===== src/rtl/alu_pkg.sv =====
`default_nettype none
// ---------------------------------------------------------------------------
// alu_pkg -- opcodes, flag bit indices and FSM encodings for alu_seq.
// Rev 1.0
// ---------------------------------------------------------------------------
package alu_pkg;

  localparam logic [3:0] OP_ADD = 4'd0;
  localparam logic [3:0] OP_SUB = 4'd1;
  localparam logic [3:0] OP_AND = 4'd2;
  localparam logic [3:0] OP_OR  = 4'd3;
  localparam logic [3:0] OP_INC = 4'd4;
  localparam logic [3:0] OP_DEC = 4'd5;
  localparam logic [3:0] OP_XOR = 4'd6;
  localparam logic [3:0] OP_NOT = 4'd7;
  localparam logic [3:0] OP_ADC = 4'd8;
  localparam logic [3:0] OP_SBC = 4'd9;
  localparam logic [3:0] OP_SHL = 4'd10;
  localparam logic [3:0] OP_SHR = 4'd11;
  localparam logic [3:0] OP_ASR = 4'd12;
  localparam logic [3:0] OP_MUL = 4'd13;

  localparam int FLAG_N = 3;
  localparam int FLAG_Z = 2;
  localparam int FLAG_V = 1;
  localparam int FLAG_C = 0;

  localparam logic [1:0] ST_IDLE = 2'd0;
  localparam logic [1:0] ST_BUSY = 2'd1;
  localparam logic [1:0] ST_DONE = 2'd2;

endpackage
`default_nettype wire


===== src/rtl/alu_mul_seq.sv =====
`default_nettype none
// ---------------------------------------------------------------------------
// alu_mul_seq -- iterative unsigned shift-add multiplier, one bit per cycle.
// Rev 1.0
// ---------------------------------------------------------------------------
module alu_mul_seq #(
  parameter int WIDTH  = 8,
  parameter int CYCLES = WIDTH
) (
  input  logic               clk,
  input  logic               rst,
  input  logic               start_i,
  input  logic [WIDTH-1:0]   a_i,
  input  logic [WIDTH-1:0]   b_i,
  output logic               done_o,
  output logic [2*WIDTH-1:0] product_o
);
  localparam int CW = $clog2(CYCLES);

  logic               busy_q;
  logic [CW-1:0]      cnt_q;
  logic [WIDTH-1:0]   mcand_q;
  logic [2*WIDTH-1:0] prod_q, prod_d;
  logic [WIDTH:0]     sum;

  // Multiplier sits in the low half and shifts out as the product shifts in.
  always_comb begin
    sum    = {1'b0, prod_q[2*WIDTH-1:WIDTH]} + (prod_q[0] ? {1'b0, mcand_q} : '0);
    prod_d = {sum, prod_q[WIDTH-1:1]};
  end

  // The final step is presented combinationally so the caller latches it on
  // the same edge that retires the multiplier.
  assign done_o    = busy_q & (cnt_q == CW'(CYCLES - 1));
  assign product_o = prod_d;

  always_ff @(posedge clk or posedge rst) begin
    if (rst) begin
      busy_q  <= 1'b0;
      cnt_q   <= '0;
      mcand_q <= '0;
      prod_q  <= '0;
    end else if (start_i) begin
      busy_q  <= 1'b1;
      cnt_q   <= '0;
      mcand_q <= a_i;
      prod_q  <= {{WIDTH{1'b0}}, b_i};
    end else if (busy_q) begin
      prod_q <= prod_d;
      cnt_q  <= cnt_q + 1'b1;
      if (done_o) busy_q <= 1'b0;
    end
  end

endmodule
`default_nettype wire


===== src/rtl/alu_seq.sv =====
`default_nettype none
// ---------------------------------------------------------------------------
// alu_seq -- registered ALU with NZVC flags and valid/ready handshake.
// Optional multiplier (op 13) built when ALU_MUL_EN is defined.
// Rev 1.0
// ---------------------------------------------------------------------------
module alu_seq
  import alu_pkg::*;
#(
  parameter int WIDTH      = 8,
  parameter int MUL_CYCLES = WIDTH
) (
  input  logic             clk,
  input  logic             rst,
  input  logic             in_valid,
  output logic             in_ready,
  input  logic [3:0]       op,
  input  logic [WIDTH-1:0] a,
  input  logic [WIDTH-1:0] b,
  output logic             out_valid,
  input  logic             out_ready,
  output logic [WIDTH-1:0] result,
  output logic [WIDTH-1:0] result_hi,
  output logic [3:0]       nzvc,
  input  logic             flags_clr
);
  localparam int MSB = WIDTH - 1;

  generate
    if (MUL_CYCLES != WIDTH) begin : g_bad_mul_cycles
      $error("alu_seq: MUL_CYCLES must equal WIDTH");
    end
  endgenerate

  logic [1:0]       state_q, state_d;
  logic [WIDTH-1:0] result_q, result_d;
  logic [3:0]       nzvc_q, nzvc_d;
  logic             accept, is_mul;
  logic [WIDTH-1:0] opb, alu_res;
  logic             cin, alu_legal, alu_v, alu_c;
  logic [WIDTH:0]   add_w, sub_w;

  assign in_ready  = (state_q == ST_IDLE) | ((state_q == ST_DONE) & out_ready);
  assign accept    = in_valid & in_ready;
  assign out_valid = (state_q == ST_DONE);
  assign result    = result_q;
  assign nzvc      = nzvc_q;

`ifdef ALU_MUL_EN
  logic               mul_done, mul_hi_nz;
  logic [2*WIDTH-1:0] mul_prod;
  logic [WIDTH-1:0]   result_hi_q;

  assign is_mul    = (op == OP_MUL);
  assign mul_hi_nz = |mul_prod[2*WIDTH-1:WIDTH];
  assign result_hi = result_hi_q;

  alu_mul_seq #(
    .WIDTH  (WIDTH),
    .CYCLES (MUL_CYCLES)
  ) u_mul (
    .clk       (clk),
    .rst       (rst),
    .start_i   (accept & is_mul),
    .a_i       (a),
    .b_i       (b),
    .done_o    (mul_done),
    .product_o (mul_prod)
  );

  always_ff @(posedge clk or posedge rst) begin
    if (rst)                                result_hi_q <= '0;
    else if (accept)                        result_hi_q <= '0;
    else if (state_q == ST_BUSY && mul_done) result_hi_q <= mul_prod[2*WIDTH-1:WIDTH];
  end
`else
  assign is_mul    = 1'b0;
  assign result_hi = '0;
`endif

  // INC/DEC reuse the add/sub paths with b forced to 1 and no carry-in.
  always_comb begin
    opb       = ((op == OP_INC) || (op == OP_DEC)) ? WIDTH'(1) : b;
    cin       = ((op == OP_ADC) || (op == OP_SBC)) ? nzvc_q[FLAG_C] : 1'b0;
    add_w     = {1'b0, a} + {1'b0, opb} + {{WIDTH{1'b0}}, cin};
    sub_w     = {1'b0, a} - {1'b0, opb} - {{WIDTH{1'b0}}, cin};
    alu_res   = '0;
    alu_legal = 1'b1;
    alu_v     = 1'b0;
    alu_c     = nzvc_q[FLAG_C];
    case (op)
      OP_ADD, OP_ADC, OP_INC: begin
        alu_res = add_w[MSB:0];
        alu_v   = (a[MSB] == opb[MSB]) & (add_w[MSB] != a[MSB]);
        if (op != OP_INC) alu_c = add_w[WIDTH];
      end
      OP_SUB, OP_SBC, OP_DEC: begin
        alu_res = sub_w[MSB:0];
        alu_v   = (a[MSB] != opb[MSB]) & (sub_w[MSB] != a[MSB]);
        if (op != OP_DEC) alu_c = sub_w[WIDTH];
      end
      OP_AND: alu_res = a & b;
      OP_OR:  alu_res = a | b;
      OP_XOR: alu_res = a ^ b;
      OP_NOT: alu_res = ~a;
      OP_SHL: begin
        alu_res = {a[MSB-1:0], 1'b0};
        alu_c   = a[MSB];
      end
      OP_SHR: begin
        alu_res = {1'b0, a[MSB:1]};
        alu_c   = a[0];
      end
      OP_ASR: begin
        alu_res = {a[MSB], a[MSB:1]};
        alu_c   = a[0];
      end
      default: alu_legal = 1'b0;
    endcase
  end

  // A flag write on entry to DONE takes priority over a coincident clear.
  always_comb begin
    state_d  = state_q;
    result_d = result_q;
    nzvc_d   = flags_clr ? 4'b0000 : nzvc_q;
    if (accept && is_mul) begin
      state_d = ST_BUSY;
    end else if (accept) begin
      state_d  = ST_DONE;
      result_d = alu_res;
      if (alu_legal) nzvc_d = {alu_res[MSB], (alu_res == '0), alu_v, alu_c};
    end else if (state_q == ST_DONE && out_ready) begin
      state_d = ST_IDLE;
    end
`ifdef ALU_MUL_EN
    else if (state_q == ST_BUSY && mul_done) begin
      state_d  = ST_DONE;
      result_d = mul_prod[MSB:0];
      nzvc_d   = {mul_prod[2*WIDTH-1], (mul_prod == '0), mul_hi_nz, mul_hi_nz};
    end
`endif
  end

  always_ff @(posedge clk or posedge rst) begin
    if (rst) begin
      state_q  <= ST_IDLE;
      result_q <= '0;
      nzvc_q   <= '0;
    end else begin
      state_q  <= state_d;
      result_q <= result_d;
      nzvc_q   <= nzvc_d;
    end
  end

endmodule
`default_nettype wire


===== config.mk =====
export PLATFORM = sky130hd
export DESIGN_NAME = alu_seq
export DESIGN_NICKNAME = d
export VERILOG_FILES = /design/src/rtl/alu_pkg.sv /design/src/rtl/alu_mul_seq.sv /design/src/rtl/alu_seq.sv
export SDC_FILE = /design/constraint.sdc
export NUM_CORES = 1
export LEC_CHECK = 0
export BUFFER_PORTS_ARGS = -buffer_cell sky130_fd_sc_hd__buf_2
export CORE_MARGIN = 4
export CORE_UTILIZATION = 52
export DETAILED_ROUTE_END_ITERATION = 6
export PLACE_DENSITY = 0.78
export SYNTH_ARGS = -nofsm -noshare
export SYNTH_HDL_FRONTEND = slang
export SYNTH_SLANG_ARGS = --single-unit

===== constraint.sdc =====
create_clock -name clk -period 2.6 [get_ports clk]
set_input_delay 0.26 -clock clk [delete_from_list [all_inputs] [get_ports clk]]
set_output_delay 0.26 -clock clk [all_outputs]
set_load 0.005 [all_outputs]

==> results of run 1 <==
[timing repair]
item,4_1_cts,5_1_grt
setup endpoints to repair,1,7
hold endpoints to repair,0,0
pin swaps,0,7
setup buffers,0,4
resized for setup,0,14
[metal layers]
layer / share of wire / vias up / GRT usage
met5: 0 / - / 0
met4: 0.034 / 0 / 0.0857
met3: 0.075 / 28 / 0.0302
met2: 0.47 / 110 / 0.392
met1: 0.42 / 1167 / 0.279
li1: - / 1209 / -
[layout make-up]
class	count	area [um^2]	area share
multi-input combinational	244	2040	0.635
timing repair buffer	88	572	0.178
sequential	13	325	0.101
inverter	39	149	0.0463
tap	67	83.8	0.0261
clock buffer	4	45.0	0.0140
[worst max-delay path, cell delays in order (launching register included)]
cell and delay (ns):
dfrtp_1 0.40, nand3b_1 0.14, inv_2 0.05, fa_2 0.36, inv_2 0.08, buf_4 0.11, ha_1 0.25, nand2_1 0.08
nand2_1 0.07, a41o_1 0.30, mux2i_1 0.14, o21ai_1 0.20, a21oi_2 0.08, a32o_2 0.25
[Yosys cell counts, types with 5 or more instances]
| cell type | number |
|---|---|
| o21ai_0 | 14 |
| xnor2_1 | 11 |
| nand2_1 | 31 |
| xor2_1 | 5 |
| nor2b_1 | 12 |
| dfrtp_1 | 13 |
| ha_1 | 37 |
| buf_4 | 10 |
| nor2_1 | 26 |
| mux2i_1 | 5 |
| a21oi_1 | 16 |
| inv_1 | 37 |
[per-stage QoR]
step / power (W) / setup WS (ns) / utilization / setup TNS (ns) / cell area, um^2
floorplan: 0.000731 / -0.188 / - / -0.474 / 2660
global placement: 0.000952 / -0.209 / 0.655 / -0.831 / 3100
detailed placement: 0.000967 / -0.250 / 0.655 / -1.22 / 3100
CTS: 0.00115 / -0.00935 / 0.665 / -0.00935 / 3140
global route: 0.00127 / -0.139 / 0.681 / -0.404 / 3220
finish: 0.00118 / -0.0284 / 0.681 / -0.0335 / 3220
[state kept, by name (all words and copies together), names as in the netlist]
name / cells
result: 8
nzvc: 4
state_q: 1
[report_power, final]
part / switching [W] / internal (W) / total, W
clock network: 0.0000704 / 0.000108 / 0.000179
registers: 0.0000178 / 0.000238 / 0.000256
logic: 0.000386 / 0.000359 / 0.000745
[path summary, 6_finish.rpt]
| path | endpoint | slack [ns] | cells past startpoint |
|---|---|---|---|
| setup / recovery | nzvc[2]$_DFF_PP0_ | -0.03 | 13 |
| hold / removal | result[5]$_DFFE_PP0P_ | 0.01 | 2 |
| setup reg to reg | nzvc[2]$_DFF_PP0_ | -0.03 | 13 |
| hold reg to reg | result[2]$_DFFE_PP0P_ | 0.47 | 2 |
| max in group asynchronous | result[2]$_DFFE_PP0P_ | 2.27 | 2 |
| min in group clk | state_q[1]$_DFFE_PP0P_ | 0.26 | 2 |
[cells by family (layout without fill, tap and decap cells)]
kind of cell,after synthesis,after routing,synth area share
muxes,10,10,0.0463
xor gates and xnor gates,16,16,0.0551
other,1,8,0.00148
and+or+nand+nor,94,94,0.181
adders and majority gates,41,41,0.214
AOI/OAI and AO/OA,75,75,0.256
DFF,13,13,0.128
buffers and inverters,60,131,0.118
==> impl_metrics.py, run 1 <==
metrics = {
    "detailed_routing": {
        "ant_nets": 0,
        "routed-via-count": 2514,
        "drc": 0,
        "drt_iter0_drc": 206,
        "viasPerCell": 5.53,
        "dr.pass1.iters": 4,
        "drt_wl_total_mm": 6.84,
        "wl_per_cell_um": 15.0,
    },
    "cts": {
        "numClockSinks": 13,
        "cts_max_level": 1,
        "ctsLongestPathBuffers": 2,
        "cts_root_buf": "clkbuf_8",
        "cts_buffers": 3,
        "cts_tree": "built",
        "hold_buffers": 0,
        "clk_latency_ns": 0.24,
        "path_clk_slew_ns": 0.05,
    },
    "timing": {
        "worst_slack_ns": -0.0284,
        "max_slew.worst_pin.slew_ns": 0.491,
        "skew_ns": 0.00156,
        "hold_viol_final": 0,
        "maxSlewViolCount": 0,
        "timing.final.crit_share": 1.01,
        "rsz0062_at_grt": "yes",
        "slew_headroom": 0.671,
        "fmax_mhz": 380,
        "post-route-min-period_ns": 2.63,
        "holdWs_ns": 0.0138,
        "setup-violations-final": 2,
    },
    "logic_synthesis": {
        "synth_top_cell_by_area": "ha_1",
        "avgSynthCellArea_um2": 8.20,
        "synth_top_cell_area_share": 0.182,
        "async_flop_share": 1.00,
        "synth_ff_type": "dfrtp_1",
        "netlist_instances": 310,
        "synthTopCellsByArea": "ha_1 18%, dfrtp_1 13%, inv_1 5.5%, nand2_1 4.6%, nor2_1 3.8%",
        "synth_edf_count": 0,
        "synth.cell_area_um2": 2540,
        "ys.warnings.count": 0,
        "synth.distinct_cells": 67,
        "yosysSeqAreaShare": 0.128,
        "synth-seq-cells": 13,
    },
    "critical_path": {
        "path_max_fanout": 3,
        "endpoint_kind": "flip-flop",
        "cp-startpoint": "nzvc[0]$_DFFE_PP0P_",
        "crit_arrival_ns": 2.76,
        "r2r-start": "nzvc[0]$_DFFE_PP0P_",
        "cp-start-kind": "flip-flop",
        "cp_data_required_time_ns": 2.73,
        "critPathKind": "flip-flop to flip-flop",
    },
    "final_layout": {
        "antenna-diode-count": 0,
        "final_common_cell": "buf_4",
        "fill_cells": 359,
        "area_delta_synth_final_pct": 26.5,
        "final_net_count": 455,
        "layout-drive-gt1-share": 0.361,
        "layout_common_cells": "50 x buf_4, 37 x buf_2, 34 x ha_1",
        "final_cells": 455,
    },
    "global_route": {
        "antenna_found_initial": 0,
        "grt_use_total": 0.225,
        "grt_first_pass_wirelength_mm": 11.2,
        "grt_max_degree": 21,
        "first_global_vias": 2427,
        "overflow": 0,
    },
    "floorplanning": {
        "io_pins": 47,
        "fp-row-count": 25,
        "core_um2": 4720,
        "die_area_um2": 6070,
        "start_util": 0.538,
        "die_x_um": 77.9,
        "die_height_um": 77.9,
    },
    "placed_design": {
        "portBuffers": 38,
        "dpl.hpwl_mm": 5.64,
        "place_congestion": 0.922,
        "place_inst": 447,
    },
    "power": {
        "power.density_nw_per_um2": 367,
        "ir_drop_uv": 212,
        "leakage_nw": 1.60,
    },
    "flow_run": {
        "maxCapViolCount": 0,
    },
    "outcome": {
        "outcome": "finished, violations left",
        "violations": "setup timing",
    },
    "hold_path": {
        "hold_path_class": "input pin to async pin",
    },
}
(Power assumes the default switching activity.)
==> inputs of run 2 (changes only) <==
Settings changed: PLACE_DENSITY 0.78 to default, PLACE_DENSITY_LB_ADDON from default to 0.05.
==> impl_metrics.py, run 2 (synthesis gave the netlist of run 1 again) <==
metrics = {
    "timing": {
        "max_slew.worst_pin.slew_ns": 0.532,
        "rsz0062_at_grt": "yes",
        "post-route-min-period_ns": 2.61,
        "timing.final.crit_share": 1.00,
        "fmax_mhz": 383,
        "hold_viol_final": 0,
        "worst_slack_ns": -0.0105,
        "setup-violations-final": 1,
        "holdWs_ns": 0.0237,
        "slew_headroom": 0.643,
        "skew_ns": 0.00203,
        "maxSlewViolCount": 0,
    },
    "global_route": {
        "overflow": 0,
        "grt_use_total": 0.241,
        "grt_first_pass_wirelength_mm": 11.9,
        "antenna_found_initial": 0,
        "first_global_vias": 2507,
        "grt_max_degree": 23,
    },
    "detailed_routing": {
        "routed-via-count": 2502,
        "drt_iter0_drc": 184,
        "viasPerCell": 5.50,
        "wl_per_cell_um": 15.8,
        "ant_nets": 0,
        "dr.pass1.iters": 4,
        "drt_wl_total_mm": 7.19,
        "drc": 0,
    },
    "power": {
        "switching_share": 0.402,
        "pwr-share-comb": 0.643,
        "seq_power_share": 0.210,
        "power.density_nw_per_um2": 364,
        "leakage_nw": 1.62,
        "p_sw_w": 0.000487,
        "ir_drop_uv": 187,
        "internal-power_w": 0.000724,
        "pwr-share-clk": 0.146,
    },
    "final_layout": {
        "largest_register_ffs": 8,
        "final_area_um2": 3330,
        "fill_cells": 378,
        "area_delta_synth_final_pct": 31.0,
        "regArea_um2": 325,
        "antenna-diode-count": 0,
        "final_net_count": 455,
        "layout-drive-gt1-share": 0.381,
        "finish.utilization": 0.705,
        "layout_common_cells": "49 x buf_4, 35 x buf_2, 33 x inv_1",
        "multi_input_area_um2": 2130,
        "final_common_cell": "buf_4",
    },
    "outcome": {
        "violations": "setup timing",
        "outcome": "finished, violations left",
    },
    "cts": {
        "cts_buffers": 3,
        "cts_max_level": 1,
        "path_clk_slew_ns": 0.05,
        "ctsLongestPathBuffers": 2,
        "cts_tree": "built",
        "cts_root_buf": "clkbuf_8",
        "clk_latency_ns": 0.24,
        "hold_buffers": 0,
        "numClockSinks": 13,
    },
    "placed_design": {
        "pre_cts_ws_ns": -0.284,
        "portBuffers": 38,
        "postPlaceCellArea_um2": 3100,
        "place_congestion": 0.945,
        "dpl.hpwl_mm": 5.79,
    },
    "floorplanning": {
        "core_um2": 4720,
        "start_util": 0.538,
        "die_x_um": 77.9,
        "die_area_um2": 6070,
        "io_pins": 47,
        "fp-row-count": 25,
        "die_height_um": 77.9,
    },
    "critical_path": {
        "worstRegToRegCells": 12,
        "crit_chain": "buf_8, nor3b_4, or2_4, fa_2, inv_2, fa_2, nand2b_4, a2111oi_4, nor2_1, xnor2_1, o221ai_2, nor2_1, a32o_2",
        "critPathKind": "input pin to flip-flop",
        "max_stage_delay_ns": 0.35,
        "crit_arrival_ns": 2.74,
        "cp-start-kind": "input pin",
        "cp_data_required_time_ns": 2.73,
        "endpoint_kind": "flip-flop",
        "path_max_fanout": 3,
        "reg2reg_setup_slack_ns": -0.01,
        "cpMaxStageDelayCell": "fa_2",
    },
    "hold_path": {
        "hold_path_class": "input pin to async pin",
    },
    "flow_run": {
        "maxCapViolCount": 0,
    },
}
-- run 2: cell types whose count changed in the layout (fill, tap and decap cells not counted), moves of 2 or more --
| cell | previous run | this run |
|---|---|---|
| a21oi_2 | 6 | 4 |
| buf_2 | 37 | 35 |
| buf_6 | 1 | 3 |
| ha_1 | 34 | 31 |
| ha_4 | 2 | 6 |
-- run 2: worst paths after layout --
| path | from | to |
|---|---|---|
| worst max register to register | nzvc[0]$_DFFE_PP0P_ | nzvc[2]$_DFF_PP0_ |
| worst max-delay path | op[1] | nzvc[2]$_DFF_PP0_ |
| worst min register to register | result[0]$_DFFE_PP0P_ | result[0]$_DFFE_PP0P_ |
| min in group clk | in_valid | state_q[1]$_DFFE_PP0P_ |
| worst min-delay path | rst | result[4]$_DFFE_PP0P_ |
| max in group asynchronous | rst | state_q[1]$_DFFE_PP0P_ |
-- run 2: per-layer routing --
metal	vias to the layer above	part of all wire	track usage	wire [um]
li1	1216	-	-	-
met1	1175	0.42	0.320	3050
met2	96	0.48	0.412	3470
met3	15	0.073	0.0209	525
met4	0	0.019	0.0734	140
met5	-	0	0	0
-- run 2: layout make-up --
class                   count  share of cell area
multi-input cells         244               0.640
repair buffers             88               0.178
flip-flops and latches     13              0.0977
inverters                  39              0.0455
well taps                  67              0.0252
clock buffers               4              0.0135
-- run 2: critical path, delay by kind of cell --
kind | cells | cell delay [ns]
AO/OA/AOI/OAI | 3 | 0.82
AND/OR/NAND/NOR | 5 | 0.81
adder cells (fa/ha/maj) | 2 | 0.54
XOR/XNOR | 1 | 0.16
buffers and inverters | 2 | 0.15
-- run 2: power groups by stage --
stage	Combinational, W	Sequential [W]	Clock (W)
finish	0.000779	0.000255	0.000177
global route	0.000855	0.000261	0.000193
CTS	0.000732	0.000256	0.000180
detailed placement	0.000707	0.000259	0
global placement	0.000700	0.000257	0
floorplan	0.000469	0.000262	0
-- run 2: repair_timing --
item                                    in CTS  in global routing
buffers inserted                             1                  3
gates resized for setup                      7                 23
endpoints found under the setup margin       2                  7
pin swaps                                   12                 15
-- run 2: stage by stage --
step / cells / TNS [ns] / power [W]
finish: 455 / -0.0105 / 0.00121
CTS: 452 / 0 / 0.00117
detailed placement: 447 / -1.13 / 0.000966
floorplan: 317 / -0.474 / 0.000731
global route: 455 / -0.318 / 0.00131
global placement: 447 / -0.878 / 0.000957
==> inputs of run 3 (changes only) <==
Settings changed: CORE_MARGIN 4 to default.
==> impl_metrics.py, run 3 (synthesis gave the netlist of run 1 again) <==
metrics = {
    "detailed_routing": {
        "wl_per_cell_um": 15.3,
        "ant_nets": 0,
        "drt_iter0_drc": 169,
        "viasPerCell": 5.45,
        "drt_wl_total_mm": 6.91,
        "drc": 0,
        "dr.pass1.iters": 4,
        "routed-via-count": 2457,
    },
    "critical_path": {
        "path_common_cell": "inv_1",
        "cp-start-kind": "flip-flop",
        "critPathKind": "flip-flop to flip-flop",
        "cpMaxStageDelayCell": "fa_2",
        "path_max_fanout": 3,
        "reg2reg_to": "nzvc[2]$_DFF_PP0_",
        "worstRegToRegCells": 11,
        "reg2reg_setup_slack_ns": 0.04,
        "cp-startpoint": "nzvc[0]$_DFFE_PP0P_",
        "cp_data_required_time_ns": 2.73,
        "crit_chain": "nand3b_1, inv_1, fa_2, inv_1, ha_4, o2111ai_2, o211ai_1, xnor2_1, o221ai_2, nor2_1, a32o_2",
        "crit_arrival_ns": 2.69,
        "r2r-start": "nzvc[0]$_DFFE_PP0P_",
        "endpoint_kind": "flip-flop",
        "max_stage_delay_ns": 0.55,
    },
    "global_route": {
        "first_global_vias": 2336,
        "grt_use_total": 0.276,
        "grt_first_pass_wirelength_mm": 11.1,
        "grt_max_degree": 23,
        "antenna_found_initial": 0,
        "overflow": 0,
    },
    "floorplanning": {
        "die_x_um": 71.9,
        "die_height_um": 71.9,
        "die_area_um2": 5170,
        "start_util": 0.538,
        "io_pins": 47,
        "core_um2": 4720,
        "fp-row-count": 25,
    },
    "final_layout": {
        "final_net_count": 451,
        "fill_cells": 410,
        "largest_register_ffs": 8,
        "area_delta_synth_final_pct": 27.0,
        "layout_common_cells": "44 x buf_4, 38 x buf_2, 35 x inv_1",
        "antenna-diode-count": 0,
        "final_common_cell": "buf_4",
        "layout-drive-gt1-share": 0.344,
    },
    "power": {
        "internal-power_w": 0.000710,
        "switching_share": 0.402,
        "pwr-share-clk": 0.154,
        "p_sw_w": 0.000478,
        "power.density_nw_per_um2": 368,
        "ir_drop_uv": 230,
        "seq_power_share": 0.215,
        "p_total_w": 0.00119,
        "leakage_nw": 1.59,
        "pwr-share-comb": 0.631,
    },
    "timing": {
        "post-route-min-period_ns": 2.56,
        "maxSlewViolCount": 0,
        "fmax_mhz": 391,
        "hold_viol_final": 0,
        "max_slew.worst_pin.slew_ns": 0.511,
        "slew_headroom": 0.659,
        "rsz0062_at_grt": "yes",
        "timing.final.crit_share": 0.984,
        "skew_ns": 0.00174,
        "fin_tns_setup_ns": 0,
        "setup-violations-final": 0,
    },
    "placed_design": {
        "portBuffers": 38,
        "dpl.hpwl_mm": 5.64,
        "place_congestion": 1.00,
    },
    "cts": {
        "clk_latency_ns": 0.24,
        "cts_max_level": 1,
        "cts_root_buf": "clkbuf_8",
        "cts_tree": "built",
        "cts_buffers": 3,
        "numClockSinks": 13,
        "ctsLongestPathBuffers": 2,
        "path_clk_slew_ns": 0.06,
    },
    "flow_run": {
        "maxCapViolCount": 0,
    },
    "hold_path": {
        "hold_path_class": "input pin to async pin",
    },
    "outcome": {
        "outcome": "finished clean",
    },
}
## run 3: cell type report
cell class,instances,area [um^2],area share
timing repair buffer,84,552,0.171
tap,67,83.8,0.0260
sequential,13,325,0.101
clock buffer,4,45.0,0.0140
multi-input combinational,244,2070,0.642
inverter,39,149,0.0461
## run 3: worst max-delay path by stage
stage | slack (ns) | endpoint | cells past startpoint
after detailed placement | -0.19 | nzvc[2]$_DFF_PP0_ | 14
after global placement | -0.17 | nzvc[2]$_DFF_PP0_ | 14
after floorplan | -0.19 | nzvc[2]$_DFF_PP0_ | 14
final | 0.04 | nzvc[2]$_DFF_PP0_ | 11
after CTS | 0.007 | nzvc[2]$_DFF_PP0_ | 12
after global routing | -0.08 | nzvc[2]$_DFF_PP0_ | 15
## run 3: per-stage QoR
stage                     instances  area, um^2  hold slack [ns]   util  worst slack (ns)
after floorplan                 317        2660            0.137      -            -0.188
after global placement          446        3100            0.303  0.656            -0.174
after detailed placement        446        3100            0.303  0.656            -0.190
after CTS                       450        3150           0.0433  0.666           0.00685
after global routing            451        3230           0.0836  0.683           -0.0768
final                           451        3230           0.0359  0.683            0.0404
## run 3: what timing repair did
| item | CTS | global route |
|---|---|---|
| setup buffers | 0 | 1 |
| resized for setup | 0 | 9 |
| endpoints found under the hold margin | 0 | 0 |
| endpoints found under the setup margin | 0 | 7 |
| hold buffers | 0 | 0 |
## run 3: power groups by stage
| stage | logic (W) | registers [W] | clock network [W] |
|---|---|---|---|
| after global placement | 0.000699 | 0.000257 | 0 |
| after CTS | 0.000712 | 0.000255 | 0.000184 |
| final | 0.000750 | 0.000255 | 0.000183 |
| after detailed placement | 0.000709 | 0.000258 | 0 |
| after global routing | 0.000819 | 0.000258 | 0.000188 |
| after floorplan | 0.000469 | 0.000262 | 0 |
## run 3: worst max-delay path, delay by kind of cell (launching register included)
kind,cells,cell delay [ns]
adder cells (fa/ha/maj),2,0.71
AO/OA/AOI/OAI,4,0.82
flip-flops,1,0.38
AND/OR/NAND/NOR,2,0.22
buffers and inverters,2,0.15
XOR/XNOR,1,0.18
## run 3: layer usage
layer,track usage,share of wire,vias to the layer above
li1,-,-,1203
met1,0.368,0.47,1175
met2,0.486,0.48,69
met3,0.0139,0.030,10
met4,0.0784,0.018,0
met5,0,0,-
